--- src/rtl/seg7_pkg.sv ---
// Shared constants and helpers for the 7-segment scan driver.
// Segment patterns are active-low, bit order {g,f,e,d,c,b,a}.
package seg7_pkg;

  localparam logic [6:0] SEG_0     = 7'b100_0000;
  localparam logic [6:0] SEG_1     = 7'b111_1001;
  localparam logic [6:0] SEG_2     = 7'b010_0100;
  localparam logic [6:0] SEG_3     = 7'b011_0000;
  localparam logic [6:0] SEG_4     = 7'b001_1001;
  localparam logic [6:0] SEG_5     = 7'b001_0010;
  localparam logic [6:0] SEG_6     = 7'b000_0010;
  localparam logic [6:0] SEG_7     = 7'b111_1000;
  localparam logic [6:0] SEG_8     = 7'b000_0000;
  localparam logic [6:0] SEG_9     = 7'b001_0000;
  localparam logic [6:0] SEG_A     = 7'b000_1000;
  localparam logic [6:0] SEG_B     = 7'b000_0011;
  localparam logic [6:0] SEG_C     = 7'b100_0110;
  localparam logic [6:0] SEG_D     = 7'b010_0001;
  localparam logic [6:0] SEG_E     = 7'b000_0110;
  localparam logic [6:0] SEG_F     = 7'b000_1110;
  localparam logic [6:0] SEG_BLANK = 7'b111_1111;
  localparam logic [6:0] SEG_DASH  = 7'b011_1111;

  typedef enum logic {CONV_IDLE, CONV_RUN} conv_state_t;

  function automatic logic [6:0] nib_to_seg(input logic [3:0] nib);
    logic [6:0] s;
    case (nib)
      4'h0: s = SEG_0;
      4'h1: s = SEG_1;
      4'h2: s = SEG_2;
      4'h3: s = SEG_3;
      4'h4: s = SEG_4;
      4'h5: s = SEG_5;
      4'h6: s = SEG_6;
      4'h7: s = SEG_7;
      4'h8: s = SEG_8;
      4'h9: s = SEG_9;
      4'hA: s = SEG_A;
      4'hB: s = SEG_B;
      4'hC: s = SEG_C;
      4'hD: s = SEG_D;
      4'hE: s = SEG_E;
      default: s = SEG_F;
    endcase
    return s;
  endfunction

endpackage

--- src/rtl/seg7_if.sv ---
// Producer-side bus of the 7-segment scan driver.
//   load/val/hex_mode/blank_lz : capture request from the numeric producer
//   busy                       : conversion in progress, load ignored
//   ovf                        : last accepted value did not fit the display
interface seg7_if #(parameter int WIDTH = 14);
  logic             load;
  logic [WIDTH-1:0] val;
  logic             hex_mode;
  logic             blank_lz;
  logic             busy;
  logic             ovf;

  modport master (output load, val, hex_mode, blank_lz, input busy, ovf);
  modport slave  (input load, val, hex_mode, blank_lz, output busy, ovf);
endinterface

--- src/rtl/seg7_scan_driver_bin2bcd.sv ---
// Sequential binary-to-BCD converter (double dabble), one input bit per cycle.
//   start : begin conversion of bin (honoured only while idle)
//   busy  : high for exactly WIDTH cycles after start
//   done  : high in the final conversion cycle; bcd/ovf valid in that cycle
//   bcd   : BCD result, 4*DIGITS bits
//   ovf   : a 1 was shifted out of the top nibble during this conversion
//
// state     | meaning
// CONV_IDLE | waiting for start
// CONV_RUN  | shifting, cnt = steps still to perform
module bin2bcd_seq
  import seg7_pkg::*;
#(
  parameter int WIDTH  = 14,
  parameter int DIGITS = 4
) (
  input  logic                  clk,
  input  logic                  rst_n,
  input  logic                  start,
  input  logic [WIDTH-1:0]      bin,
  output logic                  busy,
  output logic                  done,
  output logic [4*DIGITS-1:0]   bcd,
  output logic                  ovf
);
  localparam int BW = 4 * DIGITS;
  localparam int CW = $clog2(WIDTH + 1);

  conv_state_t      state;
  logic [WIDTH-1:0] sh;
  logic [BW-1:0]    bcd_r;
  logic             ovf_r;
  logic [CW-1:0]    cnt;
  logic [BW-1:0]    adj;
  logic [BW-1:0]    step;
  logic             lost;

  always_comb begin
    adj = bcd_r;
    for (int i = 0; i < DIGITS; i++) begin
      if (adj[4*i +: 4] >= 4'd5) adj[4*i +: 4] = adj[4*i +: 4] + 4'd3;
    end
  end

  assign step = {adj[BW-2:0], sh[WIDTH-1]};
  assign lost = adj[BW-1];

  // The top module commits on the same edge that ends the last shift, so the
  // final result is presented combinationally from the step logic.
  assign done = (state == CONV_RUN) && (cnt == CW'(1));
  assign bcd  = step;
  assign ovf  = ovf_r | lost;

  always_ff @(posedge clk or negedge rst_n) begin
    if (!rst_n) begin
      state <= CONV_IDLE;
      sh    <= '0;
      bcd_r <= '0;
      ovf_r <= 1'b0;
      cnt   <= '0;
      busy  <= 1'b0;
    end else begin
      case (state)
        CONV_IDLE: begin
          if (start) begin
            state <= CONV_RUN;
            sh    <= bin;
            bcd_r <= '0;
            ovf_r <= 1'b0;
            cnt   <= CW'(WIDTH);
            busy  <= 1'b1;
          end
        end
        default: begin
          sh    <= sh << 1;
          bcd_r <= step;
          ovf_r <= ovf_r | lost;
          if (cnt == CW'(1)) begin
            state <= CONV_IDLE;
            busy  <= 1'b0;
          end else begin
            cnt <= cnt - CW'(1);
          end
        end
      endcase
    end
  end
endmodule

--- src/rtl/seg7_scan_driver.sv ---
// Multi-digit 7-segment display driver with sequential BCD or hex conversion
// and time-multiplexed, active-low segment/anode outputs.
//   clk, rst_n : system clock, async active-low reset
//   bus        : load/val/hex_mode/blank_lz in, busy/ovf out
//   seg        : shared segments {g,f,e,d,c,b,a}, active-low
//   an         : per-digit enables, active-low one-cold, an[0] rightmost
module seg7_scan_driver
  import seg7_pkg::*;
#(
  parameter int DIGITS   = 4,
  parameter int WIDTH    = 14,
  parameter int SCAN_DIV = 50000
) (
  input  logic              clk,
  input  logic              rst_n,
  seg7_if.slave             bus,
  output logic [6:0]        seg,
  output logic [DIGITS-1:0] an
);
  localparam int BW = 4 * DIGITS;
  localparam int EW = (WIDTH > BW) ? WIDTH : BW;
  localparam int IW = (DIGITS > 1) ? $clog2(DIGITS) : 1;
  localparam int CW = $clog2(SCAN_DIV);

  logic              accept;
  logic              conv_busy;
  logic              conv_done;
  logic [BW-1:0]     conv_bcd;
  logic              conv_ovf;
  logic              hex_busy;
  logic [BW-1:0]     hex_nib;
  logic              hex_ovf;
  logic              pend_blank;
  logic [EW-1:0]     ext;
  logic [BW-1:0]     new_nib;
  logic              new_ovf;
  logic [DIGITS-1:0] new_blank;
  logic              zero_above;
  logic [BW-1:0]     disp;
  logic              disp_ovf;
  logic [DIGITS-1:0] disp_blank;
  logic [CW-1:0]     scan_cnt;
  logic [IW-1:0]     idx;
  logic [6:0]        cur_seg;

  assign bus.busy = conv_busy | hex_busy;
  assign bus.ovf  = disp_ovf;
  assign accept   = bus.load && !bus.busy;
  assign ext      = EW'(bus.val);

  bin2bcd_seq #(.WIDTH(WIDTH), .DIGITS(DIGITS)) u_bcd (
    .clk   (clk),
    .rst_n (rst_n),
    .start (accept && !bus.hex_mode),
    .bin   (bus.val),
    .busy  (conv_busy),
    .done  (conv_done),
    .bcd   (conv_bcd),
    .ovf   (conv_ovf)
  );

  assign new_nib = hex_busy ? hex_nib : conv_bcd;
  assign new_ovf = hex_busy ? hex_ovf : conv_ovf;

  // Leading-zero mask: digit i blanks when it and every digit above are zero.
  always_comb begin
    new_blank  = '0;
    zero_above = 1'b1;
    for (int i = DIGITS - 1; i > 0; i--) begin
      zero_above   = zero_above && (new_nib[4*i +: 4] == 4'd0);
      new_blank[i] = pend_blank && zero_above;
    end
  end

  always_ff @(posedge clk or negedge rst_n) begin
    if (!rst_n) begin
      hex_busy   <= 1'b0;
      hex_nib    <= '0;
      hex_ovf    <= 1'b0;
      pend_blank <= 1'b0;
      disp       <= '0;
      disp_ovf   <= 1'b0;
      disp_blank <= '0;
    end else begin
      hex_busy <= accept && bus.hex_mode;
      if (accept) begin
        pend_blank <= bus.blank_lz;
        hex_nib    <= ext[BW-1:0];
        hex_ovf    <= |(ext >> BW);
      end
      if (conv_done || hex_busy) begin
        disp       <= new_nib;
        disp_ovf   <= new_ovf;
        disp_blank <= new_blank;
      end
    end
  end

  always_comb begin
    if (disp_ovf)             cur_seg = SEG_DASH;
    else if (disp_blank[idx]) cur_seg = SEG_BLANK;
    else                      cur_seg = nib_to_seg(disp[4*idx +: 4]);
  end

  // seg/an reload only at the start of each slot, so a digit holds one
  // pattern for its whole SCAN_DIV-cycle window.
  always_ff @(posedge clk or negedge rst_n) begin
    if (!rst_n) begin
      scan_cnt <= '0;
      idx      <= '0;
      seg      <= SEG_BLANK;
      an       <= '1;
    end else begin
      if (scan_cnt == '0) begin
        seg <= cur_seg;
        an  <= ~(DIGITS'(1) << idx);
      end
      if (scan_cnt == CW'(SCAN_DIV - 1)) begin
        scan_cnt <= '0;
        idx      <= (idx == IW'(DIGITS - 1)) ? '0 : idx + IW'(1);
      end else begin
        scan_cnt <= scan_cnt + CW'(1);
      end
    end
  end
endmodule
--- src/flat_wrapper.sv ---
// flat-port wrapper written by rule: the top's interface ports become plain ports
module seg7_scan_driver_flat import seg7_pkg::*;
#(
  parameter int DIGITS   = 4,
  parameter int WIDTH    = 14,
  parameter int SCAN_DIV = 50000
)
  (clk, rst_n, seg, an, bus_load, bus_val, bus_hex_mode, bus_blank_lz, bus_busy, bus_ovf);
  seg7_if #(.WIDTH(WIDTH)) bus_i ();
  input  logic clk;
  input  logic rst_n;
  output logic [6:0] seg;
  output logic [DIGITS-1:0] an;
  input wire logic [$bits(bus_i.load)-1:0] bus_load;
  input wire logic [$bits(bus_i.val)-1:0] bus_val;
  input wire logic [$bits(bus_i.hex_mode)-1:0] bus_hex_mode;
  input wire logic [$bits(bus_i.blank_lz)-1:0] bus_blank_lz;
  output wire logic [$bits(bus_i.busy)-1:0] bus_busy;
  output wire logic [$bits(bus_i.ovf)-1:0] bus_ovf;
  assign bus_i.load = bus_load;
  assign bus_i.val = bus_val;
  assign bus_i.hex_mode = bus_hex_mode;
  assign bus_i.blank_lz = bus_blank_lz;
  assign bus_busy = bus_i.busy;
  assign bus_ovf = bus_i.ovf;
  seg7_scan_driver #(.DIGITS(DIGITS), .WIDTH(WIDTH), .SCAN_DIV(SCAN_DIV)) u_core (.clk(clk), .rst_n(rst_n), .bus(bus_i), .seg(seg), .an(an));
endmodule
--- config.mk ---
export PLATFORM = sky130hd
export DESIGN_NAME = seg7_scan_driver_flat
export DESIGN_NICKNAME = d
export VERILOG_FILES = /design/src/rtl/seg7_pkg.sv /design/src/rtl/seg7_if.sv /design/src/rtl/seg7_scan_driver_bin2bcd.sv /design/src/rtl/seg7_scan_driver.sv /design/src/flat_wrapper.sv
export SDC_FILE = /design/constraint.sdc
export NUM_CORES = 1
export LEC_CHECK = 0
export BUFFER_PORTS_ARGS = -buffer_cell sky130_fd_sc_hd__buf_2
export CAP_MARGIN = 0
export CORE_ASPECT_RATIO = 0.7
export CORE_MARGIN = 10
export CORE_UTILIZATION = 45
export CTS_BUF_LIST = sky130_fd_sc_hd__clkbuf_16
export CTS_CLUSTER_SIZE = 30
export DETAILED_ROUTE_END_ITERATION = 10
export PLACE_DENSITY_LB_ADDON = 0.3
export SLEW_MARGIN = 20
export SYNTH_ARGS = -nofsm -noshare
export SYNTH_HDL_FRONTEND = slang
export SYNTH_SLANG_ARGS = --single-unit
--- constraint.sdc ---
create_clock -name clk -period 5.5 [get_ports clk]
set_input_delay 0.275 -clock clk [delete_from_list [all_inputs] [get_ports clk]]
set_output_delay 0.275 -clock clk [all_outputs]
set_load 0.05 [all_outputs]
==> run_results.csv <==
group,metric,value,unit
routing,vias,3746,
layout,final_cell_count_no_fill,697,
routing,post_drt_wl_per_cell,16.2,um
clock_tree,clk_pin_slew,0.07,ns
worst_setup_path,required,5.74,ns
pwr,p_total,2.09,mW
synth,synth.distinct_cells,55,
worst_setup_path,crit_path_start_kind,"register",
worst_setup_path,regToRegStartpoint,"u_core.hex_busy",
placement,placedCellCount,680,
timing,min_period_over_period,0.503,
routing,wirelength,11300,um
timing,drv_slew,0,
timing,finalSetupViolCount,0,
floorplanning,row_count,32,
synth,syn-cell-area,5270,um2
worst_setup_path,endpoint,"u_core.u_bcd.bcd_r[7]",
worst_setup_path,critPathLaunch,"u_core.hex_busy",
layout,nets,580,
routing,ant_nets,0,
layout,fill_cells,1007,
worst_setup_path,crit_arrival,3.01,ns
synth,ys_warn_count,0,
floorplanning,core,11200,um2
pwr,p_per_area,359,nW/um2
run,drv_cap,0,
worst_setup_path,cpMaxStageDelayCell,"dfrtp_1",
worst_setup_path,endpoint_kind,"register",
routing,remaining_drc_errors,0,
floorplanning,io_pins,32,
pwr,p_sw_frac,0.337,
global_route,grt_overflow,0,
synth,netlist_instances,518,
synth,synth_area_leaders,"dfrtp_1, mux2i_1, dfstp_2",
worst_setup_path,r2r_slack,2.74,ns
floorplanning,design.die.area,16500,um2
pwr,pwr-share-clk,0.305,
synth,yosysTopAreaCell,"dfrtp_1",
placement,dp_hpwl,8220,um
synth,yosysSeqAreaShare,0.487,
floorplanning,die_y,111,um
global_route,grt_pass1_wl,19200,um
clock_tree,clock_path_buffers,2,
floorplanning,die_w,149,um
floorplanning,start_util,0.470,
routing,drtPass1Iterations,4,
layout,seq_area,2570,um2
layout,drive_gt1_frac,0.173,
status,status,"finished, final reports clean",
timing,finalWorstSetupSlack,2.74,ns
layout,diodes,0,
pwr,seqPwrFrac,0.438,
synth,synth_flop_cell,"dfrtp_1",
timing,slew_headroom,0.294,
pwr,pwr-share-comb,0.257,
pwr,internal-power,1.39,mW
worst_setup_path,path_class,"reg2reg",
worst_setup_path,worstPathMaxFanout,35,
worst_setup_path,slowest_delay,0.75,ns
global_route,grt_pass1_vias,3826,
clock_tree,postCtsSetupBuffers,0,
min_path,min_path_type,"in2reg",
clock_tree,cts.sinks,102,
global_route,grt_start_max_net_pins,68,
synth,async_reset_ff_frac,1.00,
timing,max_freq,0.362,GHz
clock_tree,cts_tree,"built",
timing,tns,0,ns
timing,finalHoldViolations,0,
routing,drtIter0Drc,290,
worst_setup_path,r2r_cells,6,
placement,globalplace.congestion,0.807,
pwr,ir_drop,0.187,mV
synth,syn_avg_cell_area,10.2,um2
timing,worstMarginPinSlew,1.06,ns
placement,dpl_worst_slack,2.74,ns
synth,syn_nets,559,
global_route,track_usage,0.143,
timing,finClkSkew,0.00822,ns
clock_tree,cts_buffers,9,
worst_setup_path,timing.rr.end,"u_core.u_bcd.bcd_r[7]",
synth,synth_edf_count,0,
clock_tree,htreeDepth,3,
layout,multi_input_area,2490,um2
synth,yosysTopAreaCellShare,0.432,
timing,post-route-min-period,2.76,ns
synth,synth_common_cells,"dfrtp_1, nand2_1, o21ai_0, nor2_1, mux2i_1",
routing,vias_per_cell,5.37,
clock_tree,root_buffer,"clkbuf_16",
synth,synth.most_common_cell,"dfrtp_1",
clock_tree,clk_latency,0.35,ns
layout,postLayoutCoreUtil,0.520,
pwr,p_leak,2.60,nW
pwr,p_sw,0.706,mW
global_route,grt_antenna_before_repair,0,
layout,syn_to_final_growth,10.7,%
timing,grt_setup_unrepaired,"no",
synth,ys_seq_elements,102,
placement,port_buffers,31,
worst_setup_path,cp_cell_sequence,"or2_1, nor3_4, buf_4, nor2_1, a21o_1, a32o_1",
min_path,hp-start,"bus_blank_lz",
==> per-stage QoR <==
stage                     instance area, um2  hold slack, ns
after floorplan                         5270         -0.0206
after global placement                  5510           0.338
after detailed placement                5510           0.339
after CTS                               5820           0.149
after global routing                    5830           0.149
final                                   5830           0.157
==> cell families (layout without fill, tap and decap cells) <==
group | count (synthesis) | after routing | synth area share
AOI/OAI and AO/OA | 94 | 94 | 0.105
xor gates and xnor gates | 18 | 18 | 0.0299
adders and majority gates | 22 | 22 | 0.0523
buffers and inverters | 48 | 74 | 0.0404
DFF | 102 | 102 | 0.487
muxes | 59 | 59 | 0.127
and+or+nand+nor | 175 | 175 | 0.158
==> power groups by stage <==
stage                     combinational [mW]  clock (mW)  sequential, mW
after floorplan                        0.372           0           0.899
after global placement                 0.504           0           0.923
after detailed placement               0.533           0           0.928
after CTS                              0.536       0.655           0.915
after global routing                   0.606       0.693           0.929
final                                  0.538       0.639           0.917
==> cell usage in the layout (no fill, tap or decap), types with 4 or more instances in the layout <==
cell,Yosys,final
a21oi_1,19,19
buf_2,5,30
buf_4,1,4
clkbuf_16,0,9
dfrtp_1,91,90
dfstp_2,11,11
ha_1,22,22
inv_1,22,22
mux2_2,21,21
mux2i_1,34,34
nand2_1,76,76
nand2b_1,9,9
nand3_1,10,10
nor2_1,39,39
nor3_1,6,6
nor3b_1,10,10
o21ai_0,47,47
o31ai_1,7,7
xnor2_1,9,9
xor2_1,9,9
==> how the worst min path moves through the flow <==
stage	depth (start not counted)	slack, ns	end
after floorplan	0	-0.02	u_core.bus.ovf
after global placement	1	0.34	u_core.u_bcd.sh[5]
after detailed placement	1	0.34	u_core.u_bcd.sh[5]
after CTS	2	0.15	u_core.pend_blank
after global routing	2	0.15	u_core.pend_blank
final	2	0.16	u_core.pend_blank
==> flip-flops by register name (all words and copies together), names as in the netlist <==
| register | cells |
|---|---|
| u_core.u_bcd.bcd_r | 16 |
| u_core.u_bcd.state | 1 |
| u_core.pend_blank | 1 |
| u_core.hex_nib | 14 |
| u_core.an | 4 |
| u_core.u_bcd.sh | 14 |
| u_core.hex_busy | 1 |
| u_core.disp | 16 |
| u_core.seg | 7 |
| u_core.idx | 2 |
| u_core.scan_cnt | 16 |
| u_core.u_bcd.cnt | 4 |
| u_core.disp_blank | 3 |
| u_core.u_bcd.ovf_r | 1 |
| u_core.bus.ovf | 1 |
| u_core.u_bcd.busy | 1 |
==> final cells by class <==
cell class,count,area share
flip-flops and latches,102,0.440
multi-input cells,368,0.428
inverters,23,0.0148
well taps,153,0.0328
clock buffers,9,0.0386
repair buffers,35,0.0326
clock inverters,7,0.0127
==> repair_timing <==
action,CTS,global route
endpoints found under the hold margin,40,0
gates resized for setup,0,0
hold buffers,1,0
==> layer usage <==
metal / vias up / global-route usage / routed length, um
met5: - / 0 / 0
met1: 1848 / 0.192 / 5330
li1: 1829 / - / -
met2: 62 / 0.215 / 5210
met3: 7 / 0.0472 / 617
met4: 0 / 0.0383 / 104
==> critical path, delay by kind of cell, from the launching register on <==
kind	cells	cell delay, ns
buffers and inverters	1	0.32
AO/OA/AOI/OAI	2	0.41
AND/OR/NAND/NOR	3	1.17
flip-flops	1	0.75
(Power assumes the default switching activity.)
